### config.mk
export PLATFORM = sky130hd
export DESIGN_NAME = ntr_cmd_capture
export DESIGN_NICKNAME = d
export VERILOG_FILES = /design/src/rtl/ntr_pkg.sv /design/src/rtl/ntr_debounce.sv /design/src/rtl/ntr_cmd_capture.sv
export SDC_FILE = /design/constraint.sdc
export NUM_CORES = 1
export LEC_CHECK = 0
export ABC_AREA = 1
export CAP_MARGIN = 20
export CELL_PAD_IN_SITES_DETAIL_PLACEMENT = 0
export CELL_PAD_IN_SITES_GLOBAL_PLACEMENT = 1
export CORE_MARGIN = 2
export CORE_UTILIZATION = 40
export CTS_CLUSTER_DIAMETER = 40
export CTS_CLUSTER_SIZE = 14
export DETAILED_ROUTE_END_ITERATION = 7
export DONT_BUFFER_PORTS = 1
export PLACE_DENSITY = 0.72
export SLEW_MARGIN = 40
export SYNTH_ARGS = -nofsm -noshare
export SYNTH_HDL_FRONTEND = slang
export SYNTH_SLANG_ARGS = --single-unit
### constraint.sdc
create_clock -name clk -period 3.55 [get_ports clk]
set_clock_uncertainty 0.2 [all_clocks]
set_input_delay 0.5325 -clock clk [delete_from_list [all_inputs] [get_ports clk]]
set_output_delay 0.5325 -clock clk [all_outputs]
set_load 0.01 [all_outputs]
### src/rtl/ntr_pkg.sv
// Shared constants and types for the NTR command capture block.
package ntr_pkg;
    localparam int CMD_BYTES = 8;
    localparam int CMD_W     = 64;
    localparam int COUNT_W   = 4;

    typedef logic [CMD_W-1:0] cmd_t;
endpackage

### src/rtl/ntr_debounce.sv
// Synchronizing debouncer: the output follows the sampled input only after it
// has differed from the output for STABLE consecutive clk cycles.
module ntr_debounce #(
    parameter logic INIT   = 1'b0,
    parameter int   STABLE = 2
) (
    input  logic clk,
    input  logic rst,
    input  logic din,
    output logic dout
);
    localparam int CNT_W = (STABLE > 1) ? $clog2(STABLE) : 1;

    logic             in_q;
    logic [CNT_W-1:0] cnt;

    always_ff @(posedge clk or posedge rst) begin
        if (rst) begin
            in_q <= INIT;
            dout <= INIT;
            cnt  <= '0;
        end else begin
            in_q <= din;
            if (in_q == dout) begin
                cnt <= '0;
            end else if (cnt == CNT_W'(STABLE - 1)) begin
                dout <= in_q;
                cnt  <= '0;
            end else begin
                cnt <= cnt + 1'b1;
            end
        end
    end
endmodule

### src/rtl/ntr_cmd_capture.sv
// Debounces the NTR bus clock/select and assembles the 8-byte command word.
// Optional sticky overrun flag when NTR_OVERRUN_EN is defined.
module ntr_cmd_capture
    import ntr_pkg::*;
#(
    parameter int   DATA_W    = 8,
    parameter int   DB_STABLE = 2,
    parameter logic CLK_INIT  = 1'b0,
    parameter logic CS_INIT   = 1'b1
) (
    input  logic               clk,
    input  logic               rst,
    input  logic               ntr_clk,
    input  logic               ntr_cs1,
    input  logic [DATA_W-1:0]  ntr_data,
    output cmd_t               command,
    output logic               ready,
`ifdef NTR_OVERRUN_EN
    output logic               overrun,
`endif
    output logic [COUNT_W-1:0] count
);
    logic              db_clk;
    logic              db_cs;
    logic              db_clk_d;
    logic              rise;
    logic [DATA_W-1:0] data_q;
    logic              full;

    ntr_debounce #(.INIT(CLK_INIT), .STABLE(DB_STABLE)) u_db_clk (
        .clk  (clk),
        .rst  (rst),
        .din  (ntr_clk),
        .dout (db_clk)
    );

    ntr_debounce #(.INIT(CS_INIT), .STABLE(DB_STABLE)) u_db_cs (
        .clk  (clk),
        .rst  (rst),
        .din  (ntr_cs1),
        .dout (db_cs)
    );

    // Data is only registered; the host holds it long enough to cover debounce latency.
    always_ff @(posedge clk) begin
        data_q <= ntr_data;
    end

    always_ff @(posedge clk or posedge rst) begin
        if (rst) begin
            db_clk_d <= CLK_INIT;
        end else begin
            db_clk_d <= db_clk;
        end
    end

    assign rise = db_clk & ~db_clk_d;
    assign full = (count == COUNT_W'(CMD_BYTES));

    // Deselect has priority over a coincident rising edge.
    always_ff @(posedge clk or posedge rst) begin
        if (rst) begin
            command <= '0;
            count   <= '0;
            ready   <= 1'b0;
        end else if (db_cs) begin
            count <= '0;
            ready <= 1'b0;
        end else if (rise && !full) begin
            command <= {command[CMD_W-DATA_W-1:0], data_q};
            count   <= count + 1'b1;
            ready   <= (count == COUNT_W'(CMD_BYTES - 1));
        end
    end

`ifdef NTR_OVERRUN_EN
    always_ff @(posedge clk or posedge rst) begin
        if (rst) begin
            overrun <= 1'b0;
        end else if (db_cs) begin
            overrun <= 1'b0;
        end else if (rise && full) begin
            overrun <= 1'b1;
        end
    end
`endif
endmodule

==> impl_metrics.csv, run 1 <==
group,metric,value,unit
run_status,outcome,"complete, no violations",
pwr,p_leak,0.00186,uW
cts,cts_made_buffers,9,
drt,dr.pass1.iters,6,
cts,cts-htree-levels,3,
cts,cts_setup_buffers,0,
layout,drive_above_1_share,8.65,%
drt,wl,6370,um
setup_path,critPathMaxFanout,37,
drt,wire_per_inst,14.2,um
synth,yosys_register_bits,84,
layout,fin_area,3500,sq um
layout,fin_nets,356,
floorplanning,initial_core_util,40.7,%
grt,grt_pass1_wl,10700,um
synth,ys.flop_type,"dfrtp_1",
synth,synth_edf_count,0,
timing,slew_violations,0,
setup_path,cp-end-kind,"register",
synth,synth.cell_area,3120,sq um
synth,synth_most_common_cell,"nand2_1",
grt,grt_max_degree,40,
synth,synth_cell_types,20,
drt,drt-initial-drc-count,93,
timing,timing.slew.headroom,53.1,%
synth,async_reset_ff_share,90.5,%
cts,insertion_delay,0.36,ns
cts,cts_max_path_buffers,2,
synth,synthCells,330,
timing,setup_viol,0,
synth,yosys.area.top_type,"dfrtp_1",
setup_path,crit_slowest_cell,"nor2_4",
flow_run,drv_cap,0,
cts,clock_sinks,84,
grt,grt_util_all_layers,16.3,%
cts,root_buffer,"clkbuf_8",
setup_path,cp-start-kind,"register",
synth,synth_area_per_cell,9.44,sq um
grt,antenna_found_initial,0,
floorplanning,die-area,8510,sq um
drt,drc,0,
drt,final_antenna_net_count,0,
floorplanning,coreArea,7650,sq um
timing,setup_tns,0,ns
synth,synthTopCellsByCount,"200 x nand2_1, 74 x dfrtp_1, 8 x dfxtp_1, 7 x nand3_1",
placement,gp_congestion,0.714,
setup_path,critical_path.max_stage_delay,0.55,ns
drt,dr_total_vias,2082,
pwr,peakVddDrop,341,uV
grt,grt_remaining_overflow,0,
placement,place_area,3200,sq um
timing,rsz0062_at_grt,"no",
synth,synth_top_area_share,59.4,%
timing,fin_crit_sh,63.5,%
pwr,power_density,858,nW/um^2
cts,cts_tree,"done",
layout,areaGrowthSynthToFinish,12.4,%
timing,fmaxAchievable,0.444,GHz
layout,n_antenna_cell,0,
setup_path,required,3.64,ns
drt,vias_per_cell,4.64,
setup_path,crit_path_frequent_cell,"nand2_1",
cts,clkTransAtPathRegs,0.09,ns
synth,ys_warn_count,0,
worst_hold_path,hold_class,"reg -> reg",
timing,tightest_slew,0.701,ns
floorplanning,num_rows,32,
grt,grt_pass1_vias,2149,
synth,syn-num-nets,344,
setup_path,path_cells,"inv_1, ha_1, nand3_2, nand2_4, nor2_4, buf_12, nand2_1, nand2_1",
synth,synth.area.top_cells,"dfrtp_1 59%, nand2_1 24%, dfxtp_1 5.1%, buf_6 1.8%, dfstp_2 1.7%",
timing,report.final.hold_viol_count,0,
setup_path,crit_arrival,2.35,ns
timing,fin_crit,2.25,ns
placement,dpl.hpwl,4130,um
floorplanning,ioPinCount,81,
placement,port-buffer-count,0,
floorplanning,fp.dieW,92.3,um
setup_path,path_class,"reg -> reg",
synth,ys_seq_area_share,66.3,%
floorplanning,die-height,92.3,um
==> sequential cells by signal (all words and copies together) (netlist names) <==
signal,cells
command,64
count,4
data_q,8
db_clk_d,1
ready,1
u_db_clk.cnt,1
u_db_clk.dout,1
u_db_clk.in_q,1
u_db_cs.cnt,1
u_db_cs.dout,1
u_db_cs.in_q,1
==> cell usage in the layout (no fill, tap or decap), types with 2 or more instances in the layout <==
master and count:
buf_12 2, buf_4 2, clkbuf_8 9, clkinv_2 2
dfrtp_1 74, dfstp_2 2, dfxtp_1 8, dlygate4sd3_1 11
ha_1 2, inv_1 4, inv_2 2, inv_6 4
inv_8 2, nand2_1 200, nand3_1 7, nor2_1 2
o21ai_0 5, xnor2_1 3
==> power breakdown <==
group | switching (uW) | total [uW] | internal (uW)
combinational | 433 | 668 | 235
sequential | 427 | 1690 | 1260
clock | 377 | 650 | 273
==> final timing paths <==
path | slack, ns | start | depth (start not counted) | endpoint
max in group asynchronous | 2.00 | rst | 3 | command[27]
hold / removal | 0.23 | data_q[3] | 2 | command[3]
setup / recovery | 1.30 | count[0] | 8 | command[32]
setup reg to reg | 1.30 | count[0] | 8 | command[32]
hold reg to reg | 0.23 | data_q[3] | 2 | command[3]
min in group asynchronous | 0.51 | rst | 2 | command[3]
==> cell families (layout without fill, tap and decap cells) <==
logic type               Yosys count  count (layout)  synth area share [%]
AND/OR/NAND/NOR                  215             215                  27.2
flip-flops                        84              84                  66.3
buffers and inverters             21              38                  4.06
AO/OA/AOI/OAI                      5               5                 0.803
XOR/XNOR                           3               3                 0.844
adder cells (fa/ha/maj)            2               2                 0.803
==> cell type report <==
cell class / instances / area (sq um)
tap: 102 / 128
timing repair buffer: 15 / 165
multi-input combinational: 225 / 932
inverter: 7 / 27.5
sequential: 84 / 2060
clock inverter: 7 / 62.6
clock buffer: 9 / 124
fill: 762 / 4140
==> layer usage <==
metal | GRT usage [%] | part of all wire (%) | vias to the layer above
li1 | - | - | 1027
met5 | 0 | 0 | -
met1 | 19.0 | 43 | 991
met2 | 26.7 | 49 | 60
met4 | 6.34 | 1.0 | 0
met3 | 6.74 | 6.9 | 4
==> stage by stage <==
step	hold slack [ns]	cells	power (uW)	setup slack (ns)	utilization (%)
2_1_floorplan	0.193	330	2180	0.882	-
3_3_place_gp	0.204	422	2350	1.15	41.8
3_5_place_dp	0.209	422	2380	1.09	41.8
4_1_cts	0.229	449	3050	1.08	45.7
5_1_grt	0.242	449	3240	1.12	45.8
6_report	0.227	449	3010	1.30	45.8
==> critical path: cells and delay by family (launching register included) <==
kind	cells	cell delay (ns)
buffers and inverters	2	0.35
DFF	1	0.50
and+or+nand+nor	5	0.90
adders and majority gates	1	0.21
==> repair_timing <==
action | in CTS | in global routing
hold endpoints to repair | 45 | 0
gates resized for setup | 0 | 0
hold buffers | 11 | 0
(Power assumes the default switching activity.)
==> run 2, diff against run 1 <==
--- a/config.mk
+++ b/config.mk
@@ -15,7 +15,7 @@
 export CTS_CLUSTER_SIZE = 14
 export DETAILED_ROUTE_END_ITERATION = 7
 export DONT_BUFFER_PORTS = 1
-export PLACE_DENSITY = 0.72
+export PLACE_DENSITY = 0.75
 export SLEW_MARGIN = 40
 export SYNTH_ARGS = -nofsm -noshare
 export SYNTH_HDL_FRONTEND = slang
==> constraint.sdc (replaced) <==
create_clock -name clk -period 2 [get_ports clk]
set_clock_uncertainty 0.2 [all_clocks]
set_input_delay 0.3 -clock clk [delete_from_list [all_inputs] [get_ports clk]]
set_output_delay 0.3 -clock clk [all_outputs]
set_load 0.01 [all_outputs]
==> run 2 against run 1 <==
Against the previous run: critical path depth unchanged; hold slack got worse by 0.0040 ns; design area increased by 0.86%; wire length down 2.9%; non-clock buffer count increased by 3; critical path type unchanged; largest power group unchanged; highest routed layer unchanged.
==> impl_metrics.csv, run 2 (synthesis results as in run 1) <==
group,metric,value,unit
timing,setup_viol,0,
placement,port-buffer-count,0,
floorplanning,die-height,92.3,um
timing,fin_ws,0.404,ns
placement,pre_cts_slack,0.426,ns
grt,grt_max_degree,77,
floorplanning,num_rows,32,
drt,wl,6190,um
drt,wire_per_inst,13.7,um
timing,setup_tns,0,ns
drt,final_antenna_net_count,0,
grt,grt_remaining_overflow,0,
grt,grt_util_all_layers,16.0,%
setup_path,crit_arrival,1.69,ns
layout,drive_above_1_share,9.43,%
drt,drc,0,
layout,instances_no_fill,452,
timing,fmaxAchievable,0.627,GHz
pwr,power.internal,3180,uW
pwr,peakVddDrop,651,uV
run_status,outcome,"complete, no violations",
placement,place_inst,425,
grt,grt_pass1_wl,10600,um
placement,gp_congestion,0.754,
timing,report.final.hold_viol_count,0,
cts,cts-htree-levels,3,
worst_hold_path,hold_class,"reg -> reg",
layout,areaGrowthSynthToFinish,13.4,%
setup_path,cp-start-kind,"register",
layout,fin_nets,359,
placement,place_area,3240,sq um
setup_path,critPathMaxFanout,56,
setup_path,path_class,"reg -> reg",
drt,vias_per_cell,4.73,
timing,hold_slack,0.223,ns
floorplanning,coreArea,7650,sq um
timing,timing.slew.headroom,73.1,%
timing,fin_crit,1.60,ns
floorplanning,fp.dieW,92.3,um
layout,fin_area,3530,sq um
setup_path,required,2.10,ns
pwr,p_leak,0.00187,uW
pwr,p_seq_share,55.2,%
layout,final_common_cell,"nand2_1",
floorplanning,ioPinCount,81,
cts,cts_tree,"done",
pwr,p_sw,2170,uW
setup_path,cp-end-kind,"register",
layout,n_antenna_cell,0,
cts,root_buffer,"clkbuf_8",
drt,dr.pass1.iters,4,
cts,insertion_delay,0.36,ns
layout,top_register,"command",
layout,fillerInstances,748,
floorplanning,die-area,8510,sq um
timing,fin_crit_sh,79.8,%
grt,grt_pass1_vias,2144,
placement,dpl.hpwl,3750,um
timing,slew_violations,0,
layout,largest_reg_flops,64,
pwr,power_density,1510,nW/um^2
cts,clock_sinks,84,
timing,tightest_slew,0.404,ns
drt,dr_total_vias,2136,
grt,antenna_found_initial,0,
pwr,pwr-share-comb,23.2,%
pwr,clkPwrFrac,21.5,%
floorplanning,initial_core_util,40.7,%
pwr,swShare,40.6,%
timing,rsz0062_at_grt,"no",
layout,layout_top_registers,"command: 64 flops, data_q: 8 flops, count: 4 flops",
drt,drt-initial-drc-count,159,
flow_run,drv_cap,0,
cts,cts_made_buffers,9,
cts,cts_max_path_buffers,2,
cts,clkTransAtPathRegs,0.09,ns
layout,final_cell_mix,"200 x nand2_1, 74 x dfrtp_1, 11 x dlygate4sd3_1, 9 x clkbuf_8, 8 x dfxtp_1",
==> run 2: cell count changes in the layout (fill, tap and decap cells not counted) <==
cell | previous run | this run
inv_6 | 4 | 5
nand3_4 | 1 | 0
clkinv_2 | 2 | 0
clkinvlp_4 | 0 | 2
buf_4 | 2 | 4
inv_8 | 2 | 1
nand3_2 | 1 | 2
buf_12 | 2 | 3
==> run 2: routing by layer <==
metal | up-vias | global-route usage (%) | part of all wire [%]
met3 | 7 | 8.22 | 8.8
met5 | - | 0 | 0
met4 | 0 | 5.22 | 1.4
li1 | 1042 | - | -
met1 | 1032 | 18.9 | 41
met2 | 55 | 25.6 | 48
==> run 2: final cells by class <==
class                      instances  area (sq um)  area share [%]
multi-input combinational        225           925            26.2
clock buffer                       9           124            3.51
clock inverter                     7          62.6            1.77
timing repair buffer              18           200            5.67
tap                              102           128            3.61
sequential                        84          2060            58.4
inverter                           7          30.0           0.850
==> run 2: power groups by stage <==
stage	clock network (uW)	registers [uW]	logic [uW]
2_1_floorplan	0	2860	1020
3_3_place_gp	0	3010	1220
3_5_place_dp	0	3010	1250
4_1_cts	1200	2980	1280
5_1_grt	1270	3050	1470
6_report	1150	2960	1240
==> run 2: metrics by stage <==
| stage | util (%) | total power, uW |
|---|---|---|
| after floorplan | - | 3880 |
| after global placement | 42.3 | 4230 |
| after detailed placement | 42.3 | 4270 |
| after CTS | 46.2 | 5460 |
| after global routing | 46.2 | 5790 |
| final | 46.2 | 5350 |
==> run 2: worst max-delay path, stage by stage, from the launching register on <==
cell and delay, ns:
dfrtp_1 0.35, inv_1 0.05, ha_1 0.20, nand3_2 0.11
nand2_4 0.08, nor2_4 0.12, buf_12 0.24, nand2_1 0.08
nand2_1 0.07
==> run 2: final timing paths <==
kind / startpoint / end / slack (ns) / cells past startpoint
worst max-delay path: count[0] / command[52] / 0.40 / 8
worst min-delay path: data_q[2] / command[2] / 0.22 / 2
worst max register to register: count[0] / command[52] / 0.40 / 8
worst min register to register: data_q[2] / command[2] / 0.22 / 2
max in group asynchronous: rst / u_db_cs.in_q / 0.93 / 3
min in group asynchronous: rst / command[3] / 0.31 / 3
==> run 2: repair_timing <==
item / 4_1_cts / 5_1_grt
hold buffers: 11 / 0
buffers inserted: 0 / 0
hold endpoints to repair: 84 / 0
resized for setup: 0 / 0
==> run 3, diff against run 2 <==
--- a/config.mk
+++ b/config.mk
@@ -15,7 +15,7 @@
 export CTS_CLUSTER_SIZE = 14
 export DETAILED_ROUTE_END_ITERATION = 7
 export DONT_BUFFER_PORTS = 1
-export PLACE_DENSITY = 0.75
+export PLACE_DENSITY = 0.72
 export SLEW_MARGIN = 40
 export SYNTH_ARGS = -nofsm -noshare
 export SYNTH_HDL_FRONTEND = slang
==> constraint.sdc (replaced) <==
create_clock -name clk -period 1.6 [get_ports clk]
set_clock_uncertainty 0.2 [all_clocks]
set_input_delay 0.24 -clock clk [delete_from_list [all_inputs] [get_ports clk]]
set_output_delay 0.24 -clock clk [all_outputs]
set_load 0.01 [all_outputs]
==> run 3 against run 2 <==
Against the previous run: first-iteration DRC count decreased by 38%; setup slack got worse by 0.36 ns; sequential cell count did not move; sequential share of layout area shrank 3.7 points; non-clock buffer count increased by 10; sequential power rose by 26%; critical path type unchanged.
==> impl_metrics.csv, run 3 (synthesis results as in run 1) <==
group,metric,value,unit
run_status,outcome,"complete, no violations",
layout,multi_input_area,962,sq um
layout,drive_above_1_share,13.6,%
cts,cts_max_path_buffers,2,
timing,setup_viol,0,
setup_path,path_class,"reg -> reg",
timing,fin_crit,1.56,ns
pwr,p_leak,0.00196,uW
pwr,power_density,1980,nW/um^2
floorplanning,ioPinCount,81,
drt,vias_per_cell,4.70,
setup_path,crit_family,"flip-flops",
layout,fin_nets,369,
drt,wl,6550,um
timing,report.final.hold_viol_count,0,
grt,antenna_found_initial,0,
floorplanning,die-area,8510,sq um
setup_path,crit_arrival,1.61,ns
cts,cts_made_buffers,9,
timing,fmaxAchievable,0.641,GHz
layout,top_register,"command",
grt,grt_pass1_wl,11200,um
layout,n_antenna_cell,0,
timing,fin_crit_sh,97.4,%
cts,cts-htree-levels,3,
floorplanning,die-height,92.3,um
layout,seqCellArea,2070,sq um
floorplanning,fp.dieW,92.3,um
cts,insertion_delay,0.35,ns
drt,dr.pass1.iters,4,
cts,clock_sinks,84,
layout,instances_no_fill,462,
cts,root_buffer,"clkbuf_8",
timing,slew_violations,0,
grt,grt_remaining_overflow,0,
grt,grt_max_degree,40,
placement,port-buffer-count,0,
setup_path,cp-end-kind,"register",
grt,grt_pass1_vias,2314,
setup_path,required,1.65,ns
timing,tightest_slew,0.503,ns
drt,drt-initial-drc-count,99,
timing,timing.slew.headroom,66.5,%
drt,wire_per_inst,14.2,um
setup_path,crit_slowest_cell,"dfrtp_2",
layout,fin_area,3780,sq um
setup_path,critical_path.max_stage_delay,0.42,ns
drt,final_antenna_net_count,0,
floorplanning,num_rows,32,
setup_path,path_cells,"inv_2, ha_4, nand3_4, nand2_4, nor2_4, buf_12, buf_12, nand2_1, nand2_1",
setup_path,cp-start-kind,"register",
layout,areaGrowthSynthToFinish,21.3,%
placement,place_inst,429,
worst_hold_path,hold_class,"in -> async",
pwr,peakVddDrop,795,uV
cts,clkTransAtPathRegs,0.08,ns
flow_run,drv_cap,0,
placement,place_area,3290,sq um
drt,drc,0,
layout,final_common_cell,"nand2_1",
floorplanning,initial_core_util,40.7,%
layout,final_cell_mix,"198 x nand2_1, 72 x dfrtp_1, 11 x dlygate4sd3_1, 9 x clkbuf_8",
cts,cts_tree,"done",
placement,gp_congestion,0.741,
placement,dpl.hpwl,4140,um
layout,fillerInstances,728,
layout,layout_top_registers,"command: 64 flops, data_q: 8 flops, count: 4 flops",
grt,grt_util_all_layers,16.6,%
layout,largest_reg_flops,64,
setup_path,critPathMaxFanout,31,
drt,dr_total_vias,2172,
pwr,power,7490,uW
timing,rsz0062_at_grt,"yes",
setup_path,path_buf_inv,3,
floorplanning,coreArea,7650,sq um
==> run 3: changes by cell type in the layout (fill, tap and decap cells not counted), sizes merged <==
cell      before  now
clkinvlp       2    4
clkbuf         9   12
inv           12    6
bufinv         0    3
buf            7   15
==> run 3: layer usage <==
layer | track usage, % | up-vias | wire length (um)
met5 | 0 | - | 0
met4 | 7.09 | 0 | 123
met3 | 5.34 | 9 | 444
met2 | 26.6 | 60 | 3020
met1 | 20.8 | 1052 | 2960
li1 | - | 1051 | -
==> run 3: tightest hold or removal path: stages <==
cell and delay, ns:
dlygate4sd3_1 0.57, clkinvlp_4 0.10, buf_12 0.21
==> run 3: where the power goes <==
part / switching, uW / internal, uW / total [uW]
combinational: 1100 / 870 / 1970
clock: 755 / 1040 / 1790
sequential: 926 / 2800 / 3730
total: 2780 / 4710 / 7490
==> run 3: final cells by class <==
type	instances	share of cell area, %
Inverter	7	0.795
Sequential cell	84	54.7
Tap cell	102	3.38
Multi-Input combinational cell	225	25.5
Timing Repair Buffer	28	9.30
Clock inverter	6	2.98
Clock buffer	10	3.38
==> run 3: metrics by stage <==
step / hold slack (ns) / setup slack [ns] / util (%) / setup TNS, ns
2_1_floorplan: 0.0445 / 0.0187 / - / 0
3_3_place_gp: -0.0126 / 0.118 / 43.1 / 0
3_5_place_dp: -0.0157 / 0.0842 / 43.1 / 0
4_1_cts: 0.204 / 0.0647 / 47.7 / 0
5_1_grt: 0.217 / -0.0430 / 49.4 / -0.458
6_report: 0.208 / 0.0408 / 49.4 / 0
==> run 3: path summary, 6_finish.rpt <==
kind                       startpoint           to  slack (ns)  depth (start not counted)
setup / recovery             count[0]  command[33]        0.04                          9
hold / removal                    rst  command[45]        0.21                          3
setup reg to reg             count[0]  command[33]        0.04                          9
hold reg to reg             data_q[5]   command[5]        0.21                          2
max in group asynchronous         rst  command[37]        0.50                          3
min in group clk            data_q[5]   command[5]        0.21                          2
==> run 3: repair_timing <==
action	4_1_cts	5_1_grt
setup buffers	0	4
resized for setup	0	10
hold buffers	11	0
hold endpoints to repair	86	0
endpoints found under the setup margin	0	35
